File: src/rtl/mem_access_stage_pkg.sv
// Shared constants for the MEM stage: FSM encoding, default widths, abort write-back value.
// Build option: MEM_TIMEOUT_EN adds the bus timeout default.
package mem_access_stage_pkg;

    localparam int DATA_W_DEF = 16;
    localparam int ADDR_W_DEF = 16;
    localparam int RD_W_DEF   = 3;
`ifdef MEM_TIMEOUT_EN
    localparam int TIMEOUT_CYC_DEF = 15;
`endif

    localparam logic [0:0] ST_IDLE = 1'b0;
    localparam logic [0:0] ST_BUSY = 1'b1;

    // wb_data value for aborted accesses, also used as the reset value
    localparam int ABORT_WB_DATA = 0;

endpackage

File: src/rtl/mem_timeout_counter.sv
// BUSY-cycle counter; expire is high during the LIMIT-th counted cycle. Exists only with MEM_TIMEOUT_EN.
// Latency: expire is combinational from the count. Backpressure: none, count_en simply gates counting.
// clear has priority over count_en so a fresh access always starts from zero.
`ifdef MEM_TIMEOUT_EN
module mem_timeout_counter #(
    parameter int LIMIT = 15,
    localparam int CW   = $clog2(LIMIT + 1)
)(
    input  logic clk,
    input  logic rst_n,
    input  logic clear,
    input  logic count_en,
    output logic expire
);

    logic [CW-1:0] cnt;

    always_ff @(posedge clk or negedge rst_n) begin
        if (!rst_n) begin
            cnt <= '0;
        end else if (clear) begin
            cnt <= '0;
        end else if (count_en) begin
            cnt <= cnt + 1'b1;
        end
    end

    assign expire = count_en && (cnt == CW'(LIMIT - 1));

endmodule
`endif

File: src/rtl/mem_access_stage.sv
// MEM stage: issues one req/ack data-memory access per instruction and emits a write-back record.
// Latency: 1 cycle for ALU ops, 2 + wait states for loads/stores. Optional MEM_TIMEOUT_EN aborts hung accesses.
// Backpressure: stall holds upstream from acceptance until the ack (or abort) cycle; one access in flight.
module mem_access_stage
    import mem_access_stage_pkg::*;
#(
    parameter int DATA_W = DATA_W_DEF,
    parameter int ADDR_W = ADDR_W_DEF,
    parameter int RD_W   = RD_W_DEF
`ifdef MEM_TIMEOUT_EN
    ,
    parameter int TIMEOUT_CYC = TIMEOUT_CYC_DEF
`endif
)(
    input  logic              clk,
    input  logic              rst_n,
    input  logic              in_valid,
    input  logic [DATA_W-1:0] alu_result,
    input  logic [DATA_W-1:0] store_data,
    input  logic              mem_read,
    input  logic              mem_write,
    input  logic              reg_write,
    input  logic [RD_W-1:0]   rd,
    output logic              stall,
    output logic              mem_req,
    output logic              mem_we,
    output logic [ADDR_W-1:0] mem_addr,
    output logic [DATA_W-1:0] mem_wdata,
    input  logic              mem_ack,
    input  logic [DATA_W-1:0] mem_rdata,
    output logic              out_valid,
    output logic [DATA_W-1:0] wb_data,
    output logic [RD_W-1:0]   wb_rd,
    output logic              wb_reg_write,
    output logic              mem_err
);

    logic [0:0]        state;
    logic [DATA_W-1:0] alu_q;
    logic [RD_W-1:0]   rd_q;
    logic              rw_q;
    logic              mem_op;
    logic              accept;
    logic              expire;

    assign mem_op  = mem_read | mem_write;
    assign accept  = (state == ST_IDLE) && in_valid && mem_op;
    assign mem_req = (state == ST_BUSY);

`ifdef MEM_TIMEOUT_EN
    logic cnt_expire;

    mem_timeout_counter #(.LIMIT(TIMEOUT_CYC)) u_timeout (
        .clk      (clk),
        .rst_n    (rst_n),
        .clear    (accept),
        .count_en (mem_req),
        .expire   (cnt_expire)
    );

    // an ack on the limit cycle wins over the abort
    assign expire = cnt_expire & ~mem_ack;
`else
    assign expire = 1'b0;
`endif

    // on abort upstream is released too, so the dropped instruction is not re-issued
    assign stall = accept | (mem_req & ~mem_ack & ~expire);

    always_ff @(posedge clk or negedge rst_n) begin
        if (!rst_n) begin
            state        <= ST_IDLE;
            alu_q        <= '0;
            rd_q         <= '0;
            rw_q         <= 1'b0;
            mem_we       <= 1'b0;
            mem_addr     <= '0;
            mem_wdata    <= '0;
            out_valid    <= 1'b0;
            wb_data      <= DATA_W'(ABORT_WB_DATA);
            wb_rd        <= '0;
            wb_reg_write <= 1'b0;
            mem_err      <= 1'b0;
        end else begin
            out_valid    <= 1'b0;
            wb_reg_write <= 1'b0;
            mem_err      <= 1'b0;
            if (state == ST_IDLE) begin
                if (in_valid) begin
                    alu_q <= alu_result;
                    rd_q  <= rd;
                    rw_q  <= reg_write;
                    if (mem_op) begin
                        mem_addr  <= alu_result[ADDR_W-1:0];
                        mem_wdata <= store_data;
                        mem_we    <= mem_write;
                        state     <= ST_BUSY;
                    end else begin
                        out_valid    <= 1'b1;
                        wb_data      <= alu_result;
                        wb_rd        <= rd;
                        wb_reg_write <= reg_write;
                    end
                end
            end else begin
                if (mem_ack) begin
                    state        <= ST_IDLE;
                    out_valid    <= 1'b1;
                    wb_data      <= mem_we ? alu_q : mem_rdata;
                    wb_rd        <= rd_q;
                    wb_reg_write <= rw_q & ~mem_we;
                end else if (expire) begin
                    state     <= ST_IDLE;
                    out_valid <= 1'b1;
                    mem_err   <= 1'b1;
                    wb_data   <= DATA_W'(ABORT_WB_DATA);
                    wb_rd     <= rd_q;
                end
            end
        end
    end

endmodule
File: config.mk
export PLATFORM = sky130hd
export DESIGN_NAME = mem_access_stage
export DESIGN_NICKNAME = d
export VERILOG_FILES = /design/src/rtl/mem_access_stage_pkg.sv /design/src/rtl/mem_timeout_counter.sv /design/src/rtl/mem_access_stage.sv
export SDC_FILE = /design/constraint.sdc
export NUM_CORES = 1
export LEC_CHECK = 0
export CAP_MARGIN = 40
export CORE_MARGIN = 4
export CORE_UTILIZATION = 48
export CTS_CLUSTER_DIAMETER = 60
export CTS_CLUSTER_SIZE = 8
export DETAILED_ROUTE_END_ITERATION = 7
export GPL_ROUTABILITY_DRIVEN = 0
export PLACE_DENSITY = 0.86
export SLEW_MARGIN = 20
export SYNTH_ARGS = -nofsm -noshare
export SYNTH_HDL_FRONTEND = slang
export SYNTH_HIERARCHICAL = 1
export SYNTH_SLANG_ARGS = --single-unit
export TNS_END_PERCENT = 30
File: constraint.sdc
create_clock -name clk -period 3.5 [get_ports clk]
set_input_delay 0.7 -clock clk [delete_from_list [all_inputs] [get_ports clk]]
set_output_delay 0.7 -clock clk [all_outputs]
set_load 0.02 [all_outputs]
# --- Word-level counts from Yosys, hierarchy flattened ---
# Index checks and enable logic that the tools add are counted.
# Widths: inputs -> output; s select.
word_totals:
  ff_bits: 75
  input_bits: 58
  out_inout_bits: 57
op_classes:
  eq_ne: 2
  n_reduce_logical: 6
  muxes: 21
  bitwise: 7
op_table:
  columns: ["cell", "count"]
  rows:
  - ["$mux 16", 5]
  - ["$mux 1", 12]
  - ["$mux 3", 4]
  - ["$reduce_and 3->1", 2]
  - ["$ne 2x2->1 const B", 2]
  - ["$not 1->1", 3]
  - ["$and 1x1->1", 2]
  - ["$logic_and 1x1->1", 2]
  - ["$or 1x1->1", 2]
  - ["$reduce_and 2->1", 1]
  - ["$reduce_bool 2->1", 1]

# --- Longest topological paths before layout ---
# Gate-level depths: netlist of the first run.
depth:
  depth_word: 4
  depth_mapped: 7
  depth_no_buf: 3

# --- Worst setup path before layout of the first run ---
# Ideal clock, no wire load.
synth_path:
  kind: "input port to output port"
  start: "input port in_valid"
  end: "output port stall"
  stages: 5
  required_time_ps: 2800
  path_buffers: 2
  arrival_ps: 1579
  path_slack_ps: 1221
  cell_sequence: "nor2b_1 buf_2 o21ai_2 buf_4 o21ai_0"
synth_between:
  elab_chain_len: 3
synth_rtl:
  columns: ["element", "line", "text"]
  rows:
  - ["from (decl)", "mem_access_stage.sv:17", "input logic in_valid,"]
  - ["$logic_and 1x1->1 (2 in a row)", "mem_access_stage.sv:47", "assign accept = (state == ST_IDLE) && in_valid && mem_op;"]
  - ["$or 1x1->1", "mem_access_stage.sv:68", "assign stall = accept | (mem_req & ~mem_ack & ~expire);"]
  - ["to (decl)", "mem_access_stage.sv:24", "output logic stall,"]
# Every way passes these cells.

# --- Final worst setup path of the first run ---
# Ends and elaborated chain as after synthesis.

==> results of run 1 <==
## cells in the final DEF (no fill, tap or decap), drive strengths merged
master,netlist,routed
clkbuf,3,11
a221o,16,16
nor2,19,19
bufinv,0,3
dfrtp,75,75
nor4b,1,1
a211oi,3,3
clkinv,0,2
mux2,52,52
o21a,1,1
conb,1,1
nand2b,1,1
mux2i,16,16
o21ai,4,4
buf,13,7
or4b,1,1
a21oi,1,1
inv,2,2
o22ai,3,3
nand2,2,2
a22o,1,1
nor2b,1,1
clkdlybuf4s50,0,112
## where the power goes
| part | internal [mW] | total (mW) | leakage [nW] | switching [mW] |
|---|---|---|---|---|
| Combinational | 0.560 | 1.03 | 0.902 | 0.473 |
| Clock | 0.491 | 0.794 | 0.123 | 0.303 |
| Sequential | 1.08 | 1.21 | 0.889 | 0.124 |
## through the flow
stage	instance area, um2	hold slack (ns)	power, mW	setup WS (ns)
CTS	4540	0.307	3.07	0.611
global placement	4270	0.488	2.22	0.662
finish	4540	0.303	3.03	0.619
detailed placement	4300	0.492	2.27	0.602
global route	4540	0.313	3.18	0.577
floorplan	3110	0.404	1.74	1.22
## flip-flops by register name, summed over array words and instances, names as in the netlist
name	count
alu_q	16
mem_addr	16
mem_wdata	16
wb_data	16
rd_q	3
wb_rd	3
mem_req	1
mem_we	1
out_valid	1
rw_q	1
wb_reg_write	1
## cell families (layout without fill, tap and decap cells)
group,after synthesis,in the layout,share of synthesized area
AO/OA/AOI/OAI,29,29,0.0805
multiplexers,68,68,0.240
buffers and inverters,18,137,0.0346
other,1,1,0.00121
AND/OR/NAND/NOR,25,25,0.0402
flip-flops,75,75,0.604
## layer usage
layer / up-vias / track usage / routed length [um]
met2: 85 / 0.347 / 3850
met3: 12 / 0.0559 / 561
li1: 1010 / - / -
met5: - / 0 / 0
met1: 1112 / 0.249 / 3150
met4: 0 / 0.0824 / 113
## layout make-up
cell class	instances	area, um2
Clock buffer	11	141
Timing Repair Buffer	119	1190
Clock inverter	5	100
Sequential cell	75	1880
Inverter	2	7.51
Multi-Input combinational cell	123	1130
Tap cell	77	96.3
Fill cell	454	1770
## worst min path at each step
stage / from / endpoint / slack (ns) / cells after the start
finish: rst_n / mem_addr[11]$_DFFE_PN0P_ / 0.30 / 1
global route: rst_n / mem_addr[9]$_DFFE_PN0P_ / 0.31 / 1
CTS: rst_n / mem_addr[11]$_DFFE_PN0P_ / 0.31 / 1
detailed placement: mem_addr[15]$_DFFE_PN0P_ / mem_addr[15]$_DFFE_PN0P_ / 0.49 / 1
global placement: mem_addr[3]$_DFFE_PN0P_ / mem_addr[3]$_DFFE_PN0P_ / 0.49 / 1
floorplan: rst_n / alu_q[0]$_DFFE_PN0P_ / 0.40 / 0
==> metrics.txt, run 1 <==
Synth area leader=dfrtp_1; GR Overflow Total=0; clk_lat worst skew=around 0.33 ns; clock transition at the registers of the reported paths=approximately 0.07 ns; CP startpoint=in_valid; initial antenna violation count=0; synth-to-layout area growth=46.0%; worst path bufs/invs=2; ys async rst share=1.00; flop-to-flop setup slack=around 1.3 ns; Inserted Clock Buffers=9; syn nets=274; Worst Path Arrival=~2.2 ns; nature of the critical path startpoint=primary input; register area share after synthesis=0.604; Die Span Y=88.5 um; Least-Margin Pin Slew=~0.83 ns; synthesis warning total=6; Wirelength per Cell=between 15 and 20 um; RSZ-0062 raised after global routing=false; Die Area=7830 um2; Port Buffers=113; Max Cap Viol=0; Leak=between 1.5 and 2 nW; Post-Syn Area per Cell=around 14 um2; Pre-Repair DR Iteration Count=4; final non-filler cell total=412; CTS root buffer=clkbuf_8; Worst EP required=~2.8 ns; slowest stage delay, CP=approximately 0.63 ns; count of final max-slew check failures=0; CP top delay family=buffers and inverters; worst min-delay path class=primary input to async pin; final WL=approximately 7.7 mm; Via density=5.39; Synth Flop Type=dfrtp_1; vias=2219; CP endpoint=stall; Max Clock Skew=roughly 0.0062 ns; most numerous cell in the Yosys netlist=dfrtp_1; worst-path fanout max=3; max_slew headroom=0.447; setup bufs post-CTS=0; WP depth=5; CP max-delay cell=clkdlybuf4s50_1; Cell Chain, Critical Path=clkdlybuf4s50_1 > nor2b_2 > o21ai_2 > o21ai_0 > clkdlybuf4s50_1; synth unique cells=23; dpl hpwl=around 5.5 mm; placed cell count=about 400; nets@finish=~390; register bit total from synthesis=75; Final setup viols=0; fin crit period=2.88 ns; Final Cycle Share=0.823; Initial Utilization=0.492; DIE WIDTH=88.5 um; Tot GR Track Use=0.205; kind of critical path=primary input to output port; DRC Markers=0; PostCTS Resize Cnt=0; Reg2Reg Depth=4; P per Cell Area=around 670 nW/um2; row cnt=29; first-pass GRT wire length=around 12 mm; Final Hold Viols=0; Mapped Area=3110 um2; Layout Utilization=0.719; CTS sink cnt=between 70 and 80; via count of the first global-routing pass=between 2000 and 2500; Synth top cells by count=75 x dfrtp_1, 52 x mux2_2, 19 x nor2_1; Final TNS setup=0 ns; Routed Antenna Nets=0; EDFF count, synth=0; reg-to-reg critical path endpoint=mem_wdata[0]$_DFFE_PN0P_; Synth top area share=0.604; crit end category=output port; layout cells sized above 1=0.236; main area contributors after synthesis=dfrtp_1 60%, mux2_2 19%, a221o_1 5.2%; outcome=finished clean; CTS tree=built; ant diodes=0; CTS Hold Bufs=0; H-tree levels=3; achievable clock frequency=between 300 and 400 MHz; peak supply drop=0.441 mV; initial DRC count=79; I/O Pins=approximately 120; RR Startpoint=mem_req$_DFF_PN0_; largest net degree at the start of global routing=45; Placeable Area=between 6000 and 7000 um2; CTS Buffer Depth=2; synthesized instance count=~220; most frequent CP cell=clkdlybuf4s50_1
No activity file was read; power rests on OpenSTA's default activity.
==> run 2: changes to the inputs <==
- CORE_UTILIZATION: 48 -> 40
- PLACE_DENSITY: 0.86 -> 0.76
- clock period: 3.5 -> 2.41 ns (I/O delays scaled with it)
==> run 2 against run 1 <==
Non-clock buffer count rose by 9; hold slack got worse by 0.20 ns; sequential cell count did not move; wire length fell by 0.64%; critical path depth did not move; critical endpoint unchanged; largest cell class unchanged; worst setup slack got worse by 0.21 ns; die area rose by 18%; combinational power rose by 48%; via count fell by 0.95%; count of clock-buffer cells in the layout did not move.
==> metrics.txt, run 2 (same netlist as run 1, synthesis figures left out) <==
outcome=finished clean; Inserted Clock Buffers=9; grt peak-use layer=met2; dpl hpwl=5.47 mm; RR Startpoint=mem_req$_DFF_PN0_; worst min-delay path class=primary input to async pin; row cnt=31; most common cell after layout, fill and taps aside=clkdlybuf4s50_1; DRC Markers=0; fin crit period=2.00 ns; setup bufs post-CTS=0; Initial Utilization=0.420; slowest stage delay, CP=~0.48 ns; Sw Ratio=0.315; Pre-Repair DR Iteration Count=4; nature of the critical path startpoint=primary input; max_slew headroom=0.610; H-tree levels=3; clock transition at the registers of the reported paths=roughly 0.080 ns; reg-to-reg critical path endpoint=mem_wdata[0]$_DFFE_PN0P_; RSZ-0062 raised after global routing=false; initial DRC count=65; DIE WIDTH=96.2 um; Reg2Reg Depth=5; Die Span Y=between 90 and 100 um; Final Cycle Share=0.831; achievable clock frequency=~500 MHz; Pint=approximately 2.8 mW; Cell Chain, Critical Path=clkdlybuf4s50_1 > nor2b_2 > o21ai_2 > o21ai_0 > dlymetal6s2s_1; met1 Use GR=0.191; CTS tree=built; final WL=around 7.6 mm; Final Hold Viols=0; Max Clock Skew=approximately 0.0095 ns; CP top delay family=buffers and inverters; Max Cap Viol=0; count of final max-slew check failures=0; Wirelength per Cell=approximately 17 um; worst-path fanout max=2; Tot GR Track Use=0.165; kind of critical path=primary input to output port; GR Overflow Total=0; ant diodes=0; worst hold-check slack=~0.10 ns; initial antenna violation count=0; largest net degree at the start of global routing=41; Via density=roughly 5; CP max-delay cell=clkdlybuf4s50_1; first-pass GRT wire length=11.4 mm; clk_lat worst skew=0.33 ns; Routed Antenna Nets=0; CTS sink cnt=75; Leak=1.94 nW; Die Area=just over 9000 um2; crit end category=output port; met3 usage=0.0485; CTS root buffer=clkbuf_8; Least-Margin Pin Slew=between 0.5 and 0.6 ns; P per Cell Area=approximately 900 nW/um2; Clock power frac=0.209; Placeable Area=7410 um2; CTS Buffer Depth=2; Worst Path Arrival=about 1.5 ns; worst path bufs/invs=2; vias=~2200; Port Buffers=113; Psw=roughly 1.3 mW; Gate power share=0.369; Final TNS setup=0 ns; layout cells sized above 1=0.259; synth-to-layout area growth=47.1%; GR Util met2=0.285; Final setup viols=0; Seq pwr share=0.422; flop-to-flop setup slack=between 0.6 and 0.7 ns; via count of the first global-routing pass=2359; nets@finish=~400; commonest cells after routing, fill and taps aside=111 x clkdlybuf4s50_1, 75 x dfrtp_1, 52 x mux2_2, 19 x nor2_1; Worst EP required=1.93 ns; peak supply drop=roughly 0.46 mV; Fillers=~600; I/O Pins=between 100 and 150
==> run 2: cell count changes in the layout (fill, tap and decap cells not counted) <==
cell	change
clkdlybuf4s50_1	-1
clkbuf_8	+1
clkbuf_1	-1
dlymetal6s2s_1	+1
buf_4	+9
clkinv_2	+2
bufinv_16	-3
clkinvlp_4	+1
==> run 2: worst max-delay path by stage <==
stage,start,endpoint,slack (ns),depth (start not counted)
after floorplan,mem_req$_DFF_PN0_,stall,0.50,6
after detailed placement,in_valid,stall,0.02,5
final,in_valid,stall,0.41,5
after CTS,in_valid,stall,0.01,5
after global placement,in_valid,stall,0.04,5
after global routing,in_valid,stall,0.32,5
==> run 2: final cells by class <==
class	count	area [um2]	area share
Multi-Input combinational cell	123	1130	0.246
Inverter	2	7.51	0.00164
Sequential cell	75	1880	0.410
Clock buffer	11	151	0.0331
Timing Repair Buffer	128	1260	0.275
Tap cell	99	124	0.0271
Clock inverter	5	27.5	0.00602
==> run 2: timing repair <==
action,CTS,global route
endpoints found under the hold margin,0,0
hold buffers,0,0
endpoints found under the setup margin,0,1
gates resized for setup,0,1
==> run 2: stage by stage <==
step / instances / instance area [um2] / setup slack (ns) / utilization / power [mW]
final: 443 / 4570 / 0.408 / 0.617 / 4.12
after CTS: 443 / 4570 / 0.0126 / 0.617 / 4.17
after global routing: 443 / 4570 / 0.323 / 0.617 / 4.33
after detailed placement: 427 / 4390 / 0.0235 / 0.593 / 3.30
after global placement: 426 / 4380 / 0.0420 / 0.591 / 3.26
after floorplan: 216 / 3110 / 0.503 / - / 2.53
==> run 2: power by group through the flow <==
stage | Clock (mW) | Combinational, mW | Sequential (mW)
after floorplan | 0 | 0.484 | 2.04
after global placement | 0 | 1.50 | 1.75
after detailed placement | 0 | 1.54 | 1.76
after CTS | 0.886 | 1.54 | 1.74
after global routing | 0.941 | 1.61 | 1.77
final | 0.861 | 1.52 | 1.74
==> run 2: worst register-to-register path: cells and delay by family (launching register included) <==
family                 cells  cell delay (ns)
flip-flops                 1             0.42
AO/OA/AOI/OAI              1             0.20
buffers and inverters      2             0.53
AND/OR/NAND/NOR            1             0.15
multiplexers               1             0.35
==> run 2: layer usage <==
| layer | share of wire | vias to the layer above |
|---|---|---|
| met4 | 0.0081 | 0 |
| met2 | 0.48 | 82 |
| met3 | 0.085 | 8 |
| met1 | 0.43 | 1080 |
| li1 | - | 1028 |
| met5 | 0 | - |
